**config.mk**
```make
export PLATFORM = sky130hd
export DESIGN_NAME = msg_schedule_ctrl
export DESIGN_NICKNAME = d
export VERILOG_FILES = /design/src/rtl/msg_schedule_ctrl.sv
export SDC_FILE = /design/constraint.sdc
export NUM_CORES = 1
export LEC_CHECK = 0
export BUFFER_PORTS_ARGS = -buffer_cell sky130_fd_sc_hd__buf_4
export CELL_PAD_IN_SITES_DETAIL_PLACEMENT = 1
export CELL_PAD_IN_SITES_GLOBAL_PLACEMENT = 2
export CORE_ASPECT_RATIO = 1.2
export CORE_MARGIN = 8
export CORE_UTILIZATION = 41
export CTS_CLUSTER_SIZE = 40
export DETAILED_ROUTE_END_ITERATION = 7
export GPL_ROUTABILITY_DRIVEN = 1
export MAX_ROUTING_LAYER = met4
export PLACE_DENSITY = 0.78
export SLEW_MARGIN = 20
export SYNTH_ARGS = -nofsm -noshare
export SYNTH_HDL_FRONTEND = slang
export SYNTH_SLANG_ARGS = --single-unit
```
**constraint.sdc**
```tcl
create_clock -name clk -period 4.84 [get_ports clk]
set_clock_uncertainty 0.2 [all_clocks]
set_input_delay 0.242 -clock clk [delete_from_list [all_inputs] [get_ports clk]]
set_output_delay 0.242 -clock clk [all_outputs]
set_load 0.02 [all_outputs]
```
**src/rtl/msg_schedule_ctrl.sv**
```systemverilog
// msg_schedule_ctrl: SHA-256 message schedule sequencer, loads 16 words and emits W[0..63].
// Optional MSG_SCHED_STALL_CNT_EN adds a saturating output-stall cycle counter (stall_cnt).
module mod_s1 (
    input  logic [31:0] x,
    output logic [31:0] y
);
    assign y = {x[16:0], x[31:17]} ^ {x[18:0], x[31:19]} ^ (x >> 10);
endmodule

module mod_s0 (
    input  logic [31:0] x,
    output logic [31:0] y
);
    assign y = {x[6:0], x[31:7]} ^ {x[17:0], x[31:18]} ^ (x >> 3);
endmodule

module msg_schedule_ctrl #(
    parameter int NWORDS = 64
) (
    input  logic        clk,
    input  logic        rst_n,
    input  logic        start,
    input  logic [0:31] w_in,
    input  logic        w_in_valid,
    output logic        w_in_ready,
    output logic [0:31] w_out,
    output logic        w_out_valid,
    input  logic        w_out_ready,
    output logic [5:0]  t_out,
    output logic        busy,
`ifdef MSG_SCHED_STALL_CNT_EN
    output logic [15:0] stall_cnt,
`endif
    output logic        done
);
    typedef enum logic [1:0] {S_IDLE, S_LOAD, S_RUN, S_DONE} state_t;
    state_t      state;
    logic [31:0] win [16];
    logic [3:0]  cnt;
    logic [31:0] s1, s0, nxt;

    mod_s1 u_s1 (.x(win[14]), .y(s1));
    mod_s0 u_s0 (.x(win[1]),  .y(s0));

    // the last 16 shift-ins are never emitted, so they are forced to zero
    assign nxt   = (t_out >= 6'(NWORDS - 16)) ? 32'd0 : s1 + win[9] + s0 + win[0];
    assign w_out = win[0];

    always_ff @(posedge clk or negedge rst_n) begin
        if (!rst_n) begin
            state       <= S_IDLE;
            for (int i = 0; i < 16; i++) win[i] <= 32'd0;
            cnt         <= 4'd0;
            t_out       <= 6'd0;
            w_in_ready  <= 1'b0;
            w_out_valid <= 1'b0;
            busy        <= 1'b0;
            done        <= 1'b0;
`ifdef MSG_SCHED_STALL_CNT_EN
            stall_cnt   <= 16'd0;
`endif
        end else begin
            case (state)
                S_IDLE: if (start) begin
                    state      <= S_LOAD;
                    w_in_ready <= 1'b1;
                    busy       <= 1'b1;
                    cnt        <= 4'd0;
`ifdef MSG_SCHED_STALL_CNT_EN
                    stall_cnt  <= 16'd0;
`endif
                end
                S_LOAD: if (w_in_valid) begin
                    win[cnt] <= w_in;
                    cnt      <= cnt + 4'd1;
                    if (cnt == 4'd15) begin
                        state       <= S_RUN;
                        w_in_ready  <= 1'b0;
                        w_out_valid <= 1'b1;
                        t_out       <= 6'd0;
                    end
                end
                S_RUN: begin
                    if (w_out_ready) begin
                        for (int i = 0; i < 15; i++) win[i] <= win[i+1];
                        win[15] <= nxt;
                        t_out   <= t_out + 6'd1;
                        if (t_out == 6'(NWORDS - 1)) begin
                            state       <= S_DONE;
                            w_out_valid <= 1'b0;
                            done        <= 1'b1;
                        end
                    end
`ifdef MSG_SCHED_STALL_CNT_EN
                    else if (stall_cnt != 16'hFFFF) stall_cnt <= stall_cnt + 16'd1;
`endif
                end
                default: begin
                    state <= S_IDLE;
                    done  <= 1'b0;
                    busy  <= 1'b0;
                end
            endcase
        end
    end
endmodule

```
; Word-level counts from Yosys, hierarchy flattened
; Index checks and enable logic that the tools add are counted.
[word_totals]
out_inout_bits = 42
inputBits = 37
reg_bits = 528
wordCells = 94
[op_classes]
n_addsub = 5
bitwise = 7
order_cmp = 3
n_eq_ne = 9
muxes = 33
n_reduce_logical = 14
[op_table]
columns = cell, count
row1 = two-way mux 512 bit, 2
row2 = one-hot mux 512 bit (2 select lines), 1
row3 = bitwise mux 512 bit, 1
row4 = demux 32 bit (select 4 bit), 1
row5 = adder 32 bit, 3
row6 = two-way mux 32 bit, 2
row7 = bitwise XOR 32 bit, 2
row8 = bitwise XOR 32 x 22 -> 32 bit, 1
row9 = bitwise XOR 32 x 29 -> 32 bit, 1
row10 = two-way mux 6 bit, 3
row11 = one-hot mux 6 bit (2 select lines), 1
row12 = two-way mux 2 bit, 5
row13 = "inequality test 2 bit, second input constant", 5
row14 = AND reduction 5 bit, 2
row15 = two-way mux 1 bit, 9
row16 = AND reduction 3 bit, 3
row17 = two-way mux 4 bit, 2
row18 = one-hot mux 1 bit (2 select lines), 4
row19 = one-hot mux 4 bit (2 select lines), 1
row20 = AND reduction 4 bit, 2
row21 = "adder 6 x 1 -> 6 bit, second input constant", 1
row22 = "equality test 6 bit, second input constant", 1
row23 = ">= comparator 6 bit, second input constant", 1
row24 = one-hot mux 2 bit (3 select lines), 1
row25 = other kinds (13), 16

; Logic depth before layout (Yosys ltp)
; Gate-level depths: netlist of run 1.
[logic_depth]
ltp_word = 8
mapped_depth = 17
ltp_nobuf = 16

; Cells and area by module
; From an unflattened synthesis of run 1, not the netlist that was laid out.
[unflattened]
cells_unflattened = 3079
area_unflattened_um2 = 30739.5
[by_module_without_submodules]
columns = mod, area_each_um2, cells_per_inst, instances, seq_area_each_um2
row1 = msg_schedule_ctrl, 29398.2, 3015, 1, 13212.7
row2 = mod_s0, 730.7, 32, 1, 0.0
row3 = mod_s1, 610.6, 32, 1, 0.0

; Least setup slack after synthesis of run 1
; No wires, ideal clock.
[synth_timing]
path_kind = register to register
startpoint = register win[43] in the netlist's numbering
endpoint = register win[31] in the netlist's numbering
setup_time_ps = 64
stages_incl_launch_ff = 17
synth_period_minus_slack_ps = 3973
path_buffers = 1
t_required_ps = 4576
t_arrival_ps = 3709
slack_ps = 867
path_cell_list = dfrtp_1 > clkbuf_1 > xor2_1 > xnor2_1 > fa_1 > fa_1 > inv_1 > ha_1 > inv_1 > fa_1 > nor2b_4 > o31a_4 > o311ai_4 > nand3_2 > a211o_1 > o221ai_1 > a21o_1
[synth_via]
elab_chain_len = 8
[synth_lines]
columns = element, line_no
row1 = "start, declared", 38  ; logic [31:0] win [16];
row2 = "start signal, assigned by index", 74  ; win[cnt] <= w_in;
row3 = bitwise XOR 32 bit, 7  ; assign y = {x[16:0], x[31:17]} ^ {x[18:0], x[31:19]} ^ (x >> 10);
row4 = bitwise XOR 32 x 22 -> 32 bit *, 7
row5 = adder 32 bit * (3 in a row), 46  ; assign nxt = (t_out >= 6'(NWORDS - 16)) ? 32'd0 : s1 + win[9] + s0 + win[0];
row6 = two-way mux 32 bit *, 46
row7 = two-way mux 512 bit *, 84  ; if (w_out_ready) begin
row8 = one-hot mux 512 bit (2 select lines) *, 63  ; case (state)
; Every way passes the cells marked *; elsewhere a longest branch is shown, timed or not. The select of a mux whose other input is x is not followed.
; A chain may end at the register's enable or synchronous reset.

; Worst setup path in the final report of run 1
[layout_timing]
startpoint = register win[50] in the netlist's numbering
endpoint = register win[31] in the netlist's numbering
; The elaborated chain is that of the path after synthesis.

==> results of run 1 <==
## synthesized netlist by cell type, drive strengths merged (2+ instances only)
cell type  number
o21ai         528
nor2b           6
or3             2
o22ai           8
o211a           2
a211oi          7
xnor2          85
a21oi          61
o21bai          5
and2            2
ha             39
mux2            2
o21a            7
nand4           5
a22o            5
a31oi           4
a41oi           2
inv           136
a221o           2
clkbuf        260
nand2b          3
nor3           12
dfrtp         528
o31ai           7
and3           19
nand3          18
a221oi         10
a211o           3
a22oi         960
o311ai          2
a21o            4
xor2           56
nor2           61
buf           151
a21boi          4
nand2          64
mux2i           3
fa             62
## final cells by class
| cell class | count | area, sq um |
|---|---|---|
| Sequential cell | 528 | 13200 |
| Clock inverter | 15 | 166 |
| Multi-Input combinational cell | 2074 | 14900 |
| Antenna cell | 1 | 2.50 |
| Inverter | 136 | 510 |
| Timing Repair Buffer | 195 | 1750 |
| Clock buffer | 90 | 1740 |
| Fill cell | 8082 | 39900 |
| Tap cell | 943 | 1180 |
## stage by stage
step                instances  util, %  instance area, sq um  hold slack, ns
floorplan                3149        -                 30200          -0.254
global placement         3837     42.4                 31100           0.104
detailed placement       3838     42.4                 31100           0.114
CTS                      3980     45.5                 33400         0.00586
global route             3981     45.6                 33400          0.0384
finish                   3982     45.6                 33400         0.00177
## cells by family (layout without fill, tap and decap cells)
logic type                 count (synthesis)  count (layout)  share of synthesized area, %
AOI/OAI and AO/OA                       1630            1630                          35.8
xor gates and xnor gates                 141             141                          4.08
adders and majority gates                101             101                          5.72
buffers and inverters                    547             436                          7.51
DFF                                      528             528                          43.7
muxes                                      5               5                         0.174
other                                      0               1                             0
and+or+nand+nor                          197             197                          3.01
## timing repair
action,CTS,global route
endpoints found under the setup margin,0,1
hold endpoints to repair,659,0
resized for setup,0,1
hold buffers,37,0
## worst paths after layout
path / start / endpoint / slack [ns] / cells after the start
min: rst_n / win[154] / 0.002 / 2
max in group asynchronous: rst_n / win[465] / 3.12 / 3
min reg2reg: win[2] / win[2] / 0.31 / 2
max: win[50] / win[31] / 0.34 / 16
min in group clk: win[2] / win[2] / 0.31 / 2
max reg2reg: win[50] / win[31] / 0.34 / 16
## sequential cells by signal, summed over array words and instances (netlist names)
register     count
w_out_valid      1
win            480
w_out           32
state            2
w_in_ready       1
cnt              4
done             1
t_out            6
busy             1
## worst max-delay path, stage by stage, from the launching register on
cell and delay, ns:
dfrtp_1 0.47, xor2_1 0.20, xnor2_1 0.14, buf_4 0.17, fa_1 0.47, fa_1 0.50
inv_1 0.05, ha_1 0.21, inv_1 0.09, fa_1 0.27, nor2b_4 0.06, o31a_4 0.31
o311ai_4 0.32, nand3_2 0.21, a211o_1 0.42, o221ai_1 0.22, a21o_1 0.12
## per-layer routing
metal | routed length, microns | share of wire (%) | global-route usage, % | vias to the layer above
li1 | - | - | - | 11497
met1 | 56400 | 43 | 42.4 | 14492
met2 | 61400 | 47 | 49.4 | 947
met3 | 8160 | 6.2 | 4.32 | 201
met4 | 4790 | 3.7 | 10.6 | 0
met5 | 0 | 0 | - | -
==> results.sh, run 1 <==
export IMPL_rsz0062_at_grt="false"
export IMPL_synth_edf_count=0
export IMPL_wire_per_inst_microns=32.8
export IMPL_hold_path_class="in -> async"
export IMPL_yosysUniqueCellTypes=62
export IMPL_period_share_pct=92.9
export IMPL_synth_area_sq_um=30200
export IMPL_synth_main_ff_cell="dfrtp_1"
export IMPL_port_buffers=78
export IMPL_via_count=27137
export IMPL_io_pins=79
export IMPL_status="finished clean"
export IMPL_grt_first_pass_wirelength_mm=194
export IMPL_grt_max_degree=153
export IMPL_grt_ovfl_total=0
export IMPL_clock_root_buffer="clkbuf_16"
export IMPL_cts_buffer_depth=3
export IMPL_postLayoutSetupSlackWorst_ns=0.343
export IMPL_die_x_microns=264
export IMPL_htree_levels=2
export IMPL_critPathLaunchType="flip-flop"
export IMPL_yosysWarningCount=0
export IMPL_fmax_mhz=222
export IMPL_clock_sinks=528
export IMPL_cp_end_kind="flip-flop"
export IMPL_cap_violations=0
export IMPL_tns_ns=0
export IMPL_setup_viol_count_final=0
export IMPL_clk_latency_ns=0.66
export IMPL_row_count=109
export IMPL_syn_nets=3287
export IMPL_cts_tree="yes"
export IMPL_critPathKind="reg -> reg"
export IMPL_start_util_pct=41.2
export IMPL_design_die_area_sq_um=82700
export IMPL_dieHeight_microns=314
export IMPL_cp_arrival_ns=4.87
export IMPL_dpl_hpwl_mm=86.7
export IMPL_viasPerCell=6.81
export IMPL_postCtsSetupBuffers=0
export IMPL_core_area_sq_um=73400
export IMPL_layout_common_cells="a22oi_1, dfrtp_1, o21ai_1, buf_4, inv_1"
export IMPL_gp_congestion=0.936
export IMPL_cp_max_fo=6
export IMPL_syn_area_per_cell_sq_um=9.60
export IMPL_synth_area_leaders="dfrtp_1, a22oi_1, o21ai_1"
export IMPL_route_detailed_drc=0
export IMPL_async_flop_share_pct=100
export IMPL_netlist_instances=3149
export IMPL_yosysTopAreaCellShare_pct=43.7
export IMPL_slew_headroom_pct=19.5
export IMPL_synth_top_area_cell="dfrtp_1"
export IMPL_syn_to_final_growth_pct=10.6
export IMPL_yosysSeqAreaShare_pct=43.7
export IMPL_drt_pass1_iterations=6
export IMPL_drt_initial_drc_count=3229
export IMPL_hold_viol=0
export IMPL_clkSlewWorstSetupHoldPaths_ns=0.06
export IMPL_tightest_slew_ns=1.21
export IMPL_ys_ff_latch=528
export IMPL_final_common_cell="a22oi_1"
export IMPL_layout_min_cycle_time_ns=4.50
export IMPL_slew_violations=0
export IMPL_totalWireLength_mm=131
export IMPL_grt_util_all_layers_pct=31.6
export IMPL_cp_data_required_time_ns=5.22
export IMPL_ant_nets=0
export IMPL_cts_buffers=58
export IMPL_drive_gt1_share_pct=9.28
export IMPL_antenna_found_initial=1
export IMPL_nNetsFinal=3131
export IMPL_grt_pass1_vias=27644
export IMPL_place_ws_ns=0.279
Power of run 1 is left out: the tool's default activity adds up to more than one toggle a clock period on the data nets, which glitch-free logic cannot reach.
==> run 2: changes to the inputs <==
--- a/config.mk
+++ b/config.mk
@@ -16,6 +16,7 @@
 export GPL_ROUTABILITY_DRIVEN = 1
 export MAX_ROUTING_LAYER = met4
 export PLACE_DENSITY = 0.78
+export RECOVER_POWER = 100
 export SLEW_MARGIN = 20
 export SYNTH_ARGS = -nofsm -noshare
 export SYNTH_HDL_FRONTEND = slang
==> results.sh, run 2 (same netlist as run 1, synthesis figures left out) <==
export IMPL_wl_met2_mm=61.6
export IMPL_cts_buffers=58
export IMPL_hold_path_class="reg -> reg"
export IMPL_fmax_mhz=214
export IMPL_clkSlewWorstSetupHoldPaths_ns=0.06
export IMPL_grt_ovfl_total=0
export IMPL_clock_sinks=528
export IMPL_cp_end_kind="flip-flop"
export IMPL_final_common_cell="a22oi_1"
export IMPL_period_share_pct=96.6
export IMPL_critPathLaunchType="flip-flop"
export IMPL_setup_viol_count_final=0
export IMPL_slew_violations=450
export IMPL_drive_gt1_share_pct=7.57
export IMPL_grt_pass1_vias=27644
export IMPL_io_pins=79
export IMPL_antenna_found_initial=1
export IMPL_largest_register="win"
export IMPL_fill_cells=8114
export IMPL_tns_ns=0
export IMPL_highest_layer="met4"
export IMPL_cp_arrival_ns=5.05
export IMPL_cts_buffer_depth=3
export IMPL_cts_tree="yes"
export IMPL_ant_nets=0
export IMPL_hold_viol=0
export IMPL_dpl_hpwl_mm=86.7
export IMPL_nNetsFinal=3131
export IMPL_crit_family="simple AND/OR/NAND/NOR gates"
export IMPL_slowest_stage="nor2_2"
export IMPL_violations="max-capacitance violations, max-slew violations"
export IMPL_layout_min_cycle_time_ns=4.68
export IMPL_r2r_cells=9
export IMPL_viasPerCell=6.85
export IMPL_grt_util_all_layers_pct=31.6
export IMPL_drt_pass1_iterations=6
export IMPL_wire_per_inst_microns=33.0
export IMPL_crit_chain="inv_1 -> ha_1 -> mux2i_1 -> or2_4 -> clkbuf_4 -> nor2_2 -> buf_12 -> a22oi_1 -> o21ai_0"
export IMPL_grt_first_pass_wirelength_mm=194
export IMPL_critical_path_max_stage_delay_ns=1.15
export IMPL_route_detailed_drc=0
export IMPL_design_die_area_sq_um=82700
export IMPL_die_x_microns=264
export IMPL_port_buffers=78
export IMPL_clk_latency_ns=0.67
export IMPL_grt_max_degree=153
export IMPL_dieHeight_microns=314
export IMPL_rsz0062_at_grt="false"
export IMPL_cp_max_fo=89
export IMPL_totalWireLength_mm=131
export IMPL_syn_to_final_growth_pct=9.39
export IMPL_largest_reg_flops=480
export IMPL_diodes=0
export IMPL_critPathKind="reg -> reg"
export IMPL_gp_congestion=0.936
export IMPL_wirelength_met1_mm=56.4
export IMPL_met3WireLength_mm=8.17
export IMPL_slew_headroom_pct=-53.4
export IMPL_cap_violations=5
export IMPL_row_count=109
export IMPL_holdPathStages=2
export IMPL_cp_data_required_time_ns=5.21
export IMPL_start_util_pct=41.2
export IMPL_layout_common_cells="a22oi_1, dfrtp_1, o21ai_0, inv_1, buf_4"
export IMPL_core_area_sq_um=73400
export IMPL_clock_root_buffer="clkbuf_16"
export IMPL_critical_path_buf_inv_count=3
export IMPL_postCtsSetupBuffers=0
export IMPL_crit_cells=9
export IMPL_htree_levels=2
export IMPL_via_count=27257
export IMPL_tightest_slew_ns=2.30
export IMPL_drt_initial_drc_count=3047
export IMPL_status="finished with violations"
-- run 2: worst register-to-register path: cells and delay by family (launching register included) --
kind | cells | cell delay, ns
AND/OR/NAND/NOR | 2 | 1.65
buffers and inverters | 3 | 1.17
adder cells (fa/ha/maj) | 1 | 0.64
flip-flops | 1 | 0.40
AO/OA/AOI/OAI | 2 | 0.37
multiplexers | 1 | 0.20
-- run 2: repair_timing --
| action | in CTS | in global routing |
|---|---|---|
| resized for setup | 0 | 1 |
| hold buffers | 37 | 0 |
| hold endpoints to repair | 659 | 0 |
| endpoints found under the setup margin | 0 | 1 |
-- run 2: area by class of cell --
type	instances	area, sq um	area share [%]
repair buffers	195	1430	4.32
well taps	943	1180	3.57
multi-input cells	2074	14800	44.9
clock buffers	90	1740	5.26
inverters	136	510	1.54
flip-flops and latches	528	13200	39.9
clock inverters	15	166	0.503
-- run 2: per-stage QoR --
| stage | util, % | cell area (sq um) | cells | setup WS, ns | hold WS (ns) |
|---|---|---|---|---|---|
| floorplan | - | 30200 | 3149 | 0.867 | -0.254 |
| global placement | 42.4 | 31100 | 3837 | 0.341 | 0.104 |
| detailed placement | 42.4 | 31100 | 3838 | 0.279 | 0.114 |
| CTS | 45.5 | 33400 | 3980 | 0.222 | 0.00586 |
| global route | 45.1 | 33100 | 3981 | 0.0308 | 0.343 |
| finish | 45.1 | 33100 | 3981 | 0.163 | 0.307 |
-- run 2: per-layer routing --
layer / global-route usage, % / vias to the layer above
li1: - / 11496
met1: 42.4 / 14550
met2: 49.4 / 995
met5: - / -
met3: 4.32 / 216
met4: 10.6 / 0
-- run 2: final timing paths --
path | startpoint | endpoint | slack (ns)
max | state[0] | win[325] | 0.16
min | win[2] | win[2] | 0.31
max reg2reg | state[0] | win[325] | 0.16
min reg2reg | win[2] | win[2] | 0.31
max in group asynchronous | rst_n | win[428] | 0.72
min in group asynchronous | rst_n | win[154] | 0.60
Power of run 2 is left out for the same reason.
